[config.mk]
export PLATFORM = sky130hd
export DESIGN_NAME = vid_fb_arb
export DESIGN_NICKNAME = d
export VERILOG_FILES = /design/src/rtl/vid_fb_arb.sv
export SDC_FILE = /design/constraint.sdc
export NUM_CORES = 1
export LEC_CHECK = 0
export ABC_CLOCK_PERIOD_IN_PS = 1750
export BUFFER_PORTS_ARGS = -buffer_cell sky130_fd_sc_hd__buf_2
export CORE_AREA = 2 2 100 102
export CTS_CLUSTER_DIAMETER = 80
export DETAILED_ROUTE_END_ITERATION = 10
export DIE_AREA = 0 0 102 104
export PLACE_DENSITY = 0.72
export SYNTH_ARGS = -nofsm -noshare
export SYNTH_HDL_FRONTEND = slang
export SYNTH_SLANG_ARGS = --single-unit
[constraint.sdc]
create_clock -name clk -period 1.75 [get_ports clk]
set_clock_uncertainty 0.2 [all_clocks]
set_input_delay 0.175 -clock clk [delete_from_list [all_inputs] [get_ports clk]]
set_output_delay 0.175 -clock clk [all_outputs]
set_load 0.01 [all_outputs]
[src/rtl/vid_fb_arb.sv]
// vid_fb_arb: two-requester arbiter in front of one frame-buffer access port.
// One access in flight at a time: IDLE -> ISSUE (until fb_rdy_0) -> RESP (ack).
module vid_fb_arb #(
    parameter int AW = 14,
    parameter bit RR = 1'b1
) (
    input  logic          clk,
    input  logic          rst,

    input  logic          r0_req,
    input  logic [AW-1:0] r0_addr,
    input  logic [31:0]   r0_wdata,
    input  logic [3:0]    r0_wmsk,
    input  logic          r0_we,
    output logic          r0_ack,
    output logic [31:0]   r0_rdata,

    input  logic          r1_req,
    input  logic [AW-1:0] r1_addr,
    input  logic [31:0]   r1_wdata,
    input  logic [3:0]    r1_wmsk,
    input  logic          r1_we,
    output logic          r1_ack,
    output logic [31:0]   r1_rdata,

    output logic [AW-1:0] fb_addr_0,
    output logic [31:0]   fb_wdata_0,
    output logic [3:0]    fb_wmsk_0,
    output logic          fb_we_0,
    input  logic          fb_rdy_0,
    input  logic [31:0]   fb_rdata_1,

    output logic          busy
);

    typedef enum logic [1:0] {
        IDLE  = 2'd0,
        ISSUE = 2'd1,
        RESP  = 2'd2
    } state_t;

    state_t        state_q, state_d;
    logic          gnt_q, gnt_d;
    logic          last_q, last_d;
    logic [AW-1:0] addr_q, addr_d;
    logic [31:0]   wdata_q, wdata_d;
    logic [3:0]    wmsk_q, wmsk_d;
    logic          we_q, we_d;

    logic          el0, el1;
    logic          win;

    // A requester whose ack is showing this cycle is not eligible again.
    always_comb begin
        el0 = r0_req & ~r0_ack;
        el1 = r1_req & ~r1_ack;
        if (el0 && el1) begin
            win = RR ? ~last_q : 1'b0;
        end else begin
            win = el1;
        end
    end

    always_comb begin
        state_d = state_q;
        gnt_d   = gnt_q;
        last_d  = last_q;
        addr_d  = addr_q;
        wdata_d = wdata_q;
        wmsk_d  = wmsk_q;
        we_d    = we_q;
        case (state_q)
            IDLE: begin
                if (el0 || el1) begin
                    state_d = ISSUE;
                    gnt_d   = win;
                    addr_d  = win ? r1_addr  : r0_addr;
                    wdata_d = win ? r1_wdata : r0_wdata;
                    wmsk_d  = win ? r1_wmsk  : r0_wmsk;
                    we_d    = win ? r1_we    : r0_we;
                end
            end
            ISSUE: begin
                if (fb_rdy_0) begin
                    state_d = RESP;
                end
            end
            RESP: begin
                state_d = IDLE;
                last_d  = gnt_q;
            end
            default: begin
                state_d = IDLE;
            end
        endcase
    end

    always_ff @(posedge clk) begin
        if (rst) begin
            state_q <= IDLE;
            gnt_q   <= 1'b0;
            last_q  <= 1'b1;
            addr_q  <= '0;
            wdata_q <= '0;
            wmsk_q  <= '0;
            we_q    <= 1'b0;
        end else begin
            state_q <= state_d;
            gnt_q   <= gnt_d;
            last_q  <= last_d;
            addr_q  <= addr_d;
            wdata_q <= wdata_d;
            wmsk_q  <= wmsk_d;
            we_q    <= we_d;
        end
    end

    assign busy       = (state_q != IDLE);
    assign fb_addr_0  = addr_q;
    assign fb_wdata_0 = wdata_q;
    assign fb_wmsk_0  = wmsk_q;
    assign fb_we_0    = (state_q == ISSUE) & we_q;

    // Read data is passed straight through from the port during the ack cycle.
    assign r0_ack   = (state_q == RESP) & ~gnt_q;
    assign r1_ack   = (state_q == RESP) & gnt_q;
    assign r0_rdata = r0_ack ? fb_rdata_1 : 32'h0;
    assign r1_rdata = r1_ack ? fb_rdata_1 : 32'h0;

endmodule
==> results of run 1 <==
-- worst max-delay path: cells and delay by family, from the launching register on --
family,cells,cell delay [ns]
simple gates,2,0.32
flops,1,0.36
buf+inv,4,0.55
compound gates,2,0.51
-- logic make-up (layout without fill, tap and decap cells) --
family                 Yosys count  count (layout)  share of synthesized area (%)
AOI/OAI and AO/OA               54              54                          17.36
muxes                            1               1                         0.3534
and+or+nand+nor                229             229                          36.88
buffers and inverters           36             435                          6.537
DFF                             55              55                          38.87
other                            0               1                              0
-- power groups by stage --
stage | registers (mW) | logic, mW | clock network, mW
final | 1.49 | 1.93 | 0.799
after global routing | 1.50 | 2.02 | 0.853
after CTS | 1.48 | 1.58 | 0.805
after detailed placement | 1.50 | 0.920 | 0
after global placement | 1.50 | 0.902 | 0
after floorplan | 1.56 | 0.412 | 0
-- sequential cells by signal (all words and copies together) (netlist names) --
| register | cells |
|---|---|
| fb_wdata_0 | 32 |
| fb_addr_0 | 14 |
| fb_wmsk_0 | 4 |
| state_q | 2 |
| gnt_q | 1 |
| last_q | 1 |
| we_q | 1 |
-- cells in the final DEF (no fill, tap or decap), types with 10 or more instances in the layout --
cell type      Yosys  final
buf_2              4    238
dlygate4sd3_1      0    103
nand2_1          102     55
dfxtp_1           55     53
and2_1            64     48
nor2_1            57     48
buf_6              6     31
a311oi_2           0     30
nand2_4            0     30
a311oi_1          51     21
nand2_2            0     17
and2_4             0     16
buf_16             0     16
buf_4              0     13
buf_12             0     10
-- metal layers --
layer	vias to the layer above	wire [um]	GRT usage [%]
met5	-	0	0
met4	0	828	13.14
met3	85	1363	5.712
met2	296	9298	50.85
met1	2167	6382	30.19
li1	2079	-	-
-- through the flow --
step	hold slack (ns)	TNS, ns	power, mW	area (um2)	utilization, %
after floorplan	0.1274	-0.004066	1.973	2840	-
after global placement	0.2383	-0.1171	2.402	4312	45.15
after detailed placement	0.2437	-1.203	2.424	4312	45.15
after CTS	0.007815	-17.96	3.862	6389	66.90
after global routing	0.03289	-28.11	4.374	7079	74.14
final	0.01986	-21.22	4.215	7079	74.14
-- timing repair --
action / 4_1_cts / 5_1_grt
cloned: 18 / 9
gates resized for setup: 68 / 134
endpoints found under the hold margin: 53 / 1
hold buffers: 102 / 1
pin swaps: 31 / 60
buffers inserted: 18 / 9
endpoints found under the setup margin: 118 / 120
-- worst min-delay path by stage --
| stage | start | endpoint | slack [ns] | depth (start not counted) |
|---|---|---|---|---|
| after floorplan | r1_wdata[17] | fb_wdata_0[17]$_SDFFE_PP0P_ | 0.13 | 2 |
| after global placement | r1_wdata[6] | fb_wdata_0[6]$_SDFFE_PP0P_ | 0.24 | 3 |
| after detailed placement | r1_addr[1] | fb_addr_0[1]$_SDFFE_PP0P_ | 0.24 | 3 |
| after CTS | rst | gnt_q$_SDFFE_PP0P_ | 0.008 | 2 |
| after global routing | rst | state_q[0]$_SDFFE_PP0P_ | 0.03 | 2 |
| final | rst | state_q[0]$_SDFFE_PP0P_ | 0.02 | 2 |
-- area by class of cell --
| type | instances | area (um2) | share of cell area (%) |
|---|---|---|---|
| timing repair buffer | 426 | 3615 | 51.06 |
| multi-input combinational | 284 | 2092 | 29.55 |
| sequential | 55 | 1104 | 15.59 |
| tap | 133 | 166.4 | 2.351 |
| clock buffer | 6 | 82.58 | 1.166 |
| clock inverter | 2 | 13.76 | 0.1944 |
| inverter | 1 | 3.754 | 0.05302 |
| antenna | 1 | 2.502 | 0.03535 |
==> key figures, run 1 <==
Run status
  – Status: finished, violations left
  – Failing checks: setup timing

Floorplan
  – Die Y: 104 um
  – Rows: 36
  – Total I/O pin count: 257
  – Die width: 102 um
  – Die ar.: 10610 um2
  – Core ar.: 9549 um2
  – Starting Density: 29.66%

Pwr
  – Comb pwr share: 45.7%
  – Reg power frac: 35.3%
  – Int Pwr: 2.781 mW
  – Switching Fraction: 34.02%
  – Pleak: 3.519 nW
  – Clock share of power: 19.0%
  – NetSw: 1.434 mW
  – Pwr dens: 595.4 nW/um2
  – Max rail drop VDD: 425.2 uV

Run
  – Max-Cap Viols: 0

Placed design
  – Routability cong.: 0.7756
  – Cell count after placement: 746
  – Dpl ws: -0.09357 ns
  – Post-DP HPWL: 7743 um
  – # port buffers: 256

Global routing
  – Vias in the first global route: 4725
  – Antenna violations before repair: 1
  – Final global-route overflow total: 0
  – First-pass GRT wire length: 23410 um
  – Largest net degree at the start of global routing: 35
  – Gr usage total: 27.96%

Clock tree
  – TritonCTS clock tree: done
  – Worst-Skew Late Latency: 0.32 ns
  – Clock Sinks: 55
  – Clock slew at reported path FFs: 0.12 ns
  – Clk root buf: clkbuf_8
  – Clock buffer depth: 2
  – Cts bufs inserted: 5
  – H-tree Lvls: 2

STA
  – Slew Viols, Final: 0
  – Rel. slew slack: 76.74%
  – # setup viols final: 118
  – Period utilization: 116.8%
  – Fin. Hold Viols: 0
  – Slew @ Worst Pin: 0.3481 ns
  – Minimum clock period: 2.044 ns
  – Min setup slack post-route: -0.2935 ns
  – Fmax: 0.4894 GHz
  – RSZ-0062 raised after global routing: true

Critical path
  – Crit path to: fb_wdata_0[27]$_SDFFE_PP0P_
  – Reg-to-reg slack, setup: -0.29 ns
  – Critical path endpoint category: flip-flop
  – RR Endpoint: fb_wdata_0[27]$_SDFFE_PP0P_
  – Type of origin of the critical path: flip-flop
  – Worst Reg-to-Reg Cells: 8
  – CP Cell Sequence: buf_6, and3b_2, a311oi_4, buf_6, buf_4, buf_16, nand2_1, a311oi_2
  – Crit-path most repeated cell: buf_6
  – WP data arrival: 2.07 ns
  – Crit path largest cell delay: 0.36 ns
  – Slowest CP cell: dfxtp_2
  – Worst EP required: 1.77 ns
  – CP startpoint: state_q[0]$_SDFFE_PP0P_
  – Crit path kind: reg2reg
  – Worst r2r src: state_q[0]$_SDFFE_PP0P_
  – Crit-path max FO: 7

Synth
  – Synth area leaders: dfxtp_1, a311oi_1, and2_1
  – Seq/Total Area, Yosys: 38.87%
  – Top-count cell post-synth: nand2_1
  – EDFF count, synth: 0
  – Synth cell count leaders: nand2_1, and2_1, nor2_1, dfxtp_1, a311oi_1
  – Post-synth top area share: 38.87%
  – Synthesized area per cell: 7.554 um2
  – Post-synth top flop: dfxtp_1
  – Synth warn: 0
  – Cells after Synth: 375
  – Area of the mapped netlist: 2833 um2
  – Post-synth ARST share: 0%
  – Synthesis-stage register bit count: 55
  – Area leader, netlist: dfxtp_1
  – Syn nets: 514
  – Netlist cell types: 19

Worst hold path
  – Worst hold path class: in2reg

Drt
  – Detailed Routing Iterations Pass 1: 4
  – DRT iter0 DRCs: 245
  – Vias: 4627
  – Wire per inst: 19.68 um
  – DRC: 0
  – Routed vias/inst: 5.096
  – Post-route ant nets: 0
  – Final WL: 17870 um

Layout
  – Fillers: 653
  – Nets@finish: 912
  – Non-filler instance count after layout: 908
  – Synth-to-layout area growth: 149.9%
  – Layout cells sized above 1: 56.85%
No activity file was read; power rests on OpenSTA's default activity.
==> run 2, diff against run 1 <==
--- a/config.mk
+++ b/config.mk
@@ -5,13 +5,13 @@
 export SDC_FILE = /design/constraint.sdc
 export NUM_CORES = 1
 export LEC_CHECK = 0
-export ABC_CLOCK_PERIOD_IN_PS = 1750
+export ABC_CLOCK_PERIOD_IN_PS = 2400
 export BUFFER_PORTS_ARGS = -buffer_cell sky130_fd_sc_hd__buf_2
 export CORE_AREA = 2 2 100 102
 export CTS_CLUSTER_DIAMETER = 80
 export DETAILED_ROUTE_END_ITERATION = 10
 export DIE_AREA = 0 0 102 104
-export PLACE_DENSITY = 0.72
+export PLACE_DENSITY = 0.7
 export SYNTH_ARGS = -nofsm -noshare
 export SYNTH_HDL_FRONTEND = slang
 export SYNTH_SLANG_ARGS = --single-unit
==> constraint.sdc (replaced) <==
create_clock -name clk -period 2.4 [get_ports clk]
set_clock_uncertainty 0.2 [all_clocks]
set_input_delay 0.24 -clock clk [delete_from_list [all_inputs] [get_ports clk]]
set_output_delay 0.24 -clock clk [all_outputs]
set_load 0.01 [all_outputs]
==> key figures, run 2 (synthesized netlist as in run 1, its figures left out) <==
Critical path
  – Critical path endpoint category: output port
  – Worst EP required: 1.96 ns (+0.19 ns)
  – Worst r2r src: state_q[1]$_SDFFE_PP0P_
  – CP startpoint: state_q[1]$_SDFFE_PP0P_
  – Type of origin of the critical path: flip-flop
  – RR Endpoint: fb_addr_0[6]$_SDFFE_PP0P_
  – Crit path kind: reg2out
  – WP data arrival: 1.76 ns (-0.31 ns)
  – Crit-path max FO: 33 (+26)
  – Worst Reg-to-Reg Cells: 4 (-4)
  – Reg-to-reg slack, setup: 0.30 ns (+0.59 ns)

Worst hold path
  – Worst hold start: r1_wdata[22]
  – Hold Crit Depth: 3 (+1)
  – Worst hold path class: in2reg
  – Worst hold endpoint: fb_wdata_0[22]$_SDFFE_PP0P_

Placed design
  – Cell count after placement: 736 (-1.3%)
  – Dpl ws: 0.09818 ns (+0.1917 ns)
  – Post-DP HPWL: 7716 um (-0.34%)
  – Routability cong.: 0.7868 (+1.4%)
  – # port buffers: 256 (unchanged)

Pwr
  – Max rail drop VDD: 286.2 uV (-33%)
  – Pwr dens: 462.6 nW/um2 (-22%)
  – Tot Pwr: 2.438 mW (-42%)
  – Pleak: 2.753 nW (-22%)

Run
  – Max-Cap Viols: 0 (unchanged)

Global routing
  – Final global-route overflow total: 0 (unchanged)
  – Largest net degree at the start of global routing: 81 (+130%)
  – Vias in the first global route: 3915 (-17%)
  – Antenna violations before repair: 1 (unchanged)
  – First-pass GRT wire length: 18640 um (-20%)
  – Gr usage total: 21.68% (-6.3 points)

Drt
  – Final WL: 12520 um (-30%)
  – Detailed Routing Iterations Pass 1: 4 (unchanged)
  – DRC: 0 (unchanged)
  – Routed vias/inst: 4.755 (-6.7%)
  – Vias: 4013 (-13%)
  – Wire per inst: 14.84 um (-25%)
  – DRT iter0 DRCs: 137 (-44%)
  – Post-route ant nets: 0 (unchanged)

Clock tree
  – Clock Sinks: 55 (unchanged)
  – TritonCTS clock tree: done
  – H-tree Lvls: 2 (unchanged)
  – Clk root buf: clkbuf_8
  – Cts bufs inserted: 5 (unchanged)
  – Post-CTS setup buffer count: 0 (-18)
  – Worst-Skew Late Latency: 0.31 ns (about the same)
  – Clock buffer depth: 2 (unchanged)
  – Clock slew at reported path FFs: 0.11 ns (about the same)

Floorplan
  – Starting Density: 29.66% (unchanged)
  – Core ar.: 9549 um2 (unchanged)
  – Die width: 102 um (unchanged)
  – Die ar.: 10610 um2 (unchanged)
  – Rows: 36 (unchanged)
  – Die Y: 104 um (unchanged)
  – Total I/O pin count: 257 (unchanged)

STA
  – Rel. slew slack: 56.45% (-20 points)
  – Slew @ Worst Pin: 0.6533 ns (+0.3052 ns)
  – Minimum clock period: 2.204 ns
  – Min setup slack post-route: 0.1964 ns (+0.4899 ns)
  – RSZ-0062 raised after global routing: false
  – # setup viols final: 0 (-100%)
  – Setup TNS: 0 ns (+21.22 ns)
  – Fin. Hold Viols: 0 (unchanged)
  – Period utilization: 91.82%
  – Slew Viols, Final: 0 (unchanged)
  – Fmax: 0.4538 GHz

Layout
  – Non-filler instance count after layout: 844 (-7.0%)
  – Utilization after layout: 55.18% (-19 points)
  – Synth-to-layout area growth: 86.00%
  – Most frequent cells in the layout: buf_2, nand2_1, dlygate4sd3_1, and2_1, nor2_1
  – Most common cell after layout, fill and taps aside: buf_2
  – Layout cells sized above 1: 38.73% (-18 points)
  – Nets@finish: 848 (-7.0%)
  – Max FFs per register: 32 (unchanged)

Run status
  – Status: finished, final reports clean
run 2: cell types whose count changed in the layout (fill, tap and decap cells not counted), sizes merged:
cell,before,now
a311o,1,2
buf,315,263
clkbuf,14,6
clkinv,1,0
clkinvlp,0,1
dlygate4sd3,103,98
run 2: layout make-up:
| cell class | instances | area (um2) |
|---|---|---|
| multi-input combinational | 285 | 1567 |
| sequential | 55 | 1101 |
| clock buffer | 6 | 82.58 |
| inverter | 1 | 3.754 |
| clock inverter | 2 | 18.77 |
| tap | 133 | 166.4 |
| fill | 867 | 4280 |
| timing repair buffer | 361 | 2327 |
| antenna | 1 | 2.502 |
run 2: layer usage:
metal / global-route usage, % / up-vias / part of all wire [%]
li1: - / 1936 / -
met1: 23.57 / 1817 / 38
met2: 39.76 / 220 / 50
met3: 4.839 / 40 / 7.8
met4: 8.571 / 0 / 3.6
met5: 0 / - / 0
run 2: critical path, stage by stage (launching register included):
cell,delay [ns]
dfxtp_1,0.41
and3b_1,0.32
buf_4,0.32
and2_1,0.24
buf_2,0.15
run 2: metrics by stage:
stage | hold WS [ns] | cell area (um2)
2_1_floorplan | 0.1924 | 2833
3_3_place_gp | 0.2788 | 4173
3_5_place_dp | 0.2873 | 4173
4_1_cts | 0.001970 | 5255
5_1_grt | 0.0003165 | 5269
6_report | 0.01247 | 5269
run 2: worst max path at each step:
| stage | end | slack (ns) | cells after the start |
|---|---|---|---|
| floorplan | fb_wdata_0[10]$_SDFFE_PP0P_ | 0.55 | 6 |
| global placement | fb_wdata_0[3]$_SDFFE_PP0P_ | 0.23 | 4 |
| detailed placement | fb_wdata_0[22]$_SDFFE_PP0P_ | 0.1 | 4 |
| CTS | fb_addr_0[13]$_SDFFE_PP0P_ | 0.09 | 4 |
| global route | r1_rdata[27] | 0.06 | 4 |
| finish | r1_rdata[27] | 0.20 | 4 |
run 2: what timing repair did:
action | 4_1_cts | 5_1_grt
gates resized for setup | 0 | 1
hold buffers | 98 | 0
hold endpoints to repair | 53 | 0
endpoints found under the setup margin | 0 | 41
run 2: power by group:
group          switching [mW]  internal [mW]
clock network           0.343          0.243
registers              0.0569           1.02
logic                   0.392          0.384
total                   0.792           1.65
==> run 3, diff against run 2 <==
==> config.mk (replaced) <==
export PLATFORM = sky130hd
export DESIGN_NAME = vid_fb_arb
export DESIGN_NICKNAME = d
export VERILOG_FILES = /design/src/rtl/vid_fb_arb.sv
export SDC_FILE = /design/constraint.sdc
export NUM_CORES = 1
export LEC_CHECK = 0
export ABC_CLOCK_PERIOD_IN_PS = 2100
export BUFFER_PORTS_ARGS = -buffer_cell sky130_fd_sc_hd__buf_2
export CORE_AREA = 2 2 101 103
export CTS_CLUSTER_DIAMETER = 80
export DETAILED_ROUTE_END_ITERATION = 10
export DIE_AREA = 0 0 103 105
export PLACE_DENSITY = 0.68
export SETUP_SLACK_MARGIN = 0.3
export SYNTH_ARGS = -nofsm -noshare
export SYNTH_HDL_FRONTEND = slang
export SYNTH_SLANG_ARGS = --single-unit
==> constraint.sdc (replaced) <==
create_clock -name clk -period 2.1 [get_ports clk]
set_clock_uncertainty 0.2 [all_clocks]
set_input_delay 0.21 -clock clk [delete_from_list [all_inputs] [get_ports clk]]
set_output_delay 0.21 -clock clk [all_outputs]
set_load 0.01 [all_outputs]
==> key figures, run 3 (synthesized netlist as in run 1, its figures left out) <==
STA
  – Worst Hold Slack: 0.1927 ns (+0.1802 ns)
  – # setup viols final: 0 (unchanged)
  – Fin. Hold Viols: 0 (unchanged)
  – Slew Viols, Final: 0 (unchanged)
  – Fmax: 0.5260 GHz
  – Rel. slew slack: 78.38% (+22 points)
  – Slew @ Worst Pin: 0.3242 ns (-0.3291 ns)
  – RSZ-0062 raised after global routing: true
  – Setup TNS: 0 ns (unchanged)
  – Minimum clock period: 1.901 ns
  – Period utilization: 90.53%

Layout
  – Design area: 6407 um2 (+22%)
  – Non-filler instance count after layout: 881 (+4.4%)
  – Most frequent cells in the layout: buf_2, dlygate4sd3_1, nand2_1, dfxtp_1, and2_1
  – Fillers: 738 (-15%)
  – Max FFs per register: 32 (unchanged)
  – Area of the multi-input gates: 1959 um2 (+25%)
  – Synth-to-layout area growth: 126.2%
  – Nets@finish: 884 (+4.2%)
  – Layout cells sized above 1: 51.61% (+13 points)
  – Register Area: 1107 um2 (+0.57%)
  – Most common cell after layout, fill and taps aside: buf_2

Pwr
  – Max rail drop VDD: 355.1 uV (+24%)
  – Pleak: 3.251 nW (+18%)
  – Pwr dens: 496.7 nW/um2 (+7.4%)

Floorplan
  – Die Y: 105 um (+0.96%)
  – Core ar.: 9639 um2 (+0.94%)
  – Die width: 103 um (+0.98%)
  – Starting Density: 29.39% (-0.28 points)
  – Rows: 36 (unchanged)
  – Total I/O pin count: 257 (unchanged)
  – Die ar.: 10820 um2 (+2.0%)

Global routing
  – First-pass GRT wire length: 19170 um (+2.8%)
  – Gr usage total: 22.29% (+0.61 points)
  – Largest net degree at the start of global routing: 57 (-30%)
  – Antenna violations before repair: 2 (+1)
  – Final global-route overflow total: 0 (unchanged)
  – Vias in the first global route: 4052 (+3.5%)

Drt
  – Post-route ant nets: 0 (unchanged)
  – Routed vias/inst: 5.074 (+6.7%)
  – Detailed Routing Iterations Pass 1: 5 (+1)
  – Final WL: 16270 um (+30%)
  – DRT iter0 DRCs: 269 (+96%)
  – Wire per inst: 18.47 um (+24%)
  – DRC: 0 (unchanged)
  – Vias: 4470 (+11%)

Critical path
  – Crit path to: fb_wdata_0[22]$_SDFFE_PP0P_
  – Crit path largest cell delay: 0.38 ns (-0.03 ns)
  – CP startpoint: state_q[1]$_SDFFE_PP0P_
  – Worst r2r src: state_q[1]$_SDFFE_PP0P_
  – Crit-path max FO: 8 (-76%)
  – Crit path kind: reg2reg
  – Type of origin of the critical path: flip-flop
  – Critical path endpoint category: flip-flop
  – RR Endpoint: fb_wdata_0[22]$_SDFFE_PP0P_
  – CP Cell Sequence: and3b_2, a311oi_4, buf_6, clkbuf_16, nand2_4, a311oi_1
  – WP data arrival: 1.92 ns (+0.16 ns)
  – Worst EP required: 2.12 ns (+0.16 ns)
  – Reg-to-reg slack, setup: 0.20 ns (-0.10 ns)
  – Slowest CP cell: dfxtp_4
  – Worst Reg-to-Reg Cells: 6 (+2)

Clock tree
  – H-tree Lvls: 2 (unchanged)
  – Worst-Skew Late Latency: 0.31 ns (about the same)
  – Clock buffer depth: 2 (unchanged)
  – Clk root buf: clkbuf_8
  – Clock slew at reported path FFs: 0.11 ns (about the same)
  – Cts bufs inserted: 5 (unchanged)
  – Clock Sinks: 55 (unchanged)
  – TritonCTS clock tree: done

Run status
  – Status: finished, final reports clean

Placed design
  – # port buffers: 256 (unchanged)
  – Post-DP HPWL: 7406 um (-4.0%)
  – Routability cong.: 0.7556 (-4.0%)
  – Cell count after placement: 738 (+0.27%)
  – Placement Cell Area: 4225 um2 (+1.3%)

Run
  – Max-Cap Viols: 0 (unchanged)

Worst hold path
  – Worst hold path class: in2reg
run 3: metal layers:
layer | vias up | track usage (%) | wire length [um] | part of all wire (%)
met3 | 58 | 5.217 | 1440 | 8.9
met5 | - | 0 | 0 | 0
met4 | 0 | 8.929 | 566 | 3.5
met1 | 2093 | 23.58 | 5923 | 36
li1 | 2013 | - | - | -
met2 | 306 | 41.28 | 8340 | 51
run 3: what timing repair did:
| action | CTS | global route |
|---|---|---|
| resized for setup | 26 | 119 |
| hold buffers | 103 | 0 |
| setup buffers | 5 | 6 |
| cloned | 4 | 15 |
| endpoints found under the hold margin | 53 | 0 |
| pin swaps | 11 | 79 |
| endpoints found under the setup margin | 114 | 116 |
run 3: critical path: cells and delay by family (launching register included):
kind,cells,cell delay (ns)
AOI/OAI and AO/OA,2,0.53
buffers and inverters,2,0.40
DFF,1,0.38
and+or+nand+nor,2,0.29
run 3: how the worst min path moves through the flow:
stage / start / endpoint / slack, ns / depth (start not counted)
CTS: rst / state_q[0]$_SDFFE_PP0P_ / 0.16 / 3
global route: rst / gnt_q$_SDFFE_PP0P_ / 0.21 / 3
finish: rst / state_q[0]$_SDFFE_PP0P_ / 0.19 / 3
detailed placement: r0_addr[4] / fb_addr_0[4]$_SDFFE_PP0P_ / 0.28 / 3
global placement: r0_wdata[30] / fb_wdata_0[30]$_SDFFE_PP0P_ / 0.27 / 3
floorplan: r0_wdata[17] / fb_wdata_0[17]$_SDFFE_PP0P_ / 0.16 / 2
run 3: final cells by class:
cell class	instances	share of cell area [%]
Sequential cell	55	17.28
Timing Repair Buffer	398	48.08
Clock buffer	7	1.191
Inverter	1	0.05858
Multi-Input combinational cell	284	30.58
Antenna cell	2	0.07811
Clock inverter	1	0.1367
Tap cell	133	2.597
run 3: where the power goes:
part | switching (mW) | internal (mW) | leakage (nW)
sequential | 0.0717 | 1.16 | 0.458
clock | 0.367 | 0.242 | 0.0429
combinational | 0.637 | 0.699 | 2.75
total | 1.08 | 2.11 | 3.25
run 3: metrics by stage:
stage	util (%)	total power, mW	setup slack, ns
after floorplan	-	1.642	0.3099
after global placement	43.83	1.972	0.3140
after detailed placement	43.83	1.988	0.2233
after CTS	57.32	2.783	0.2336
after global routing	66.47	3.315	0.1456
final	66.47	3.182	0.1989
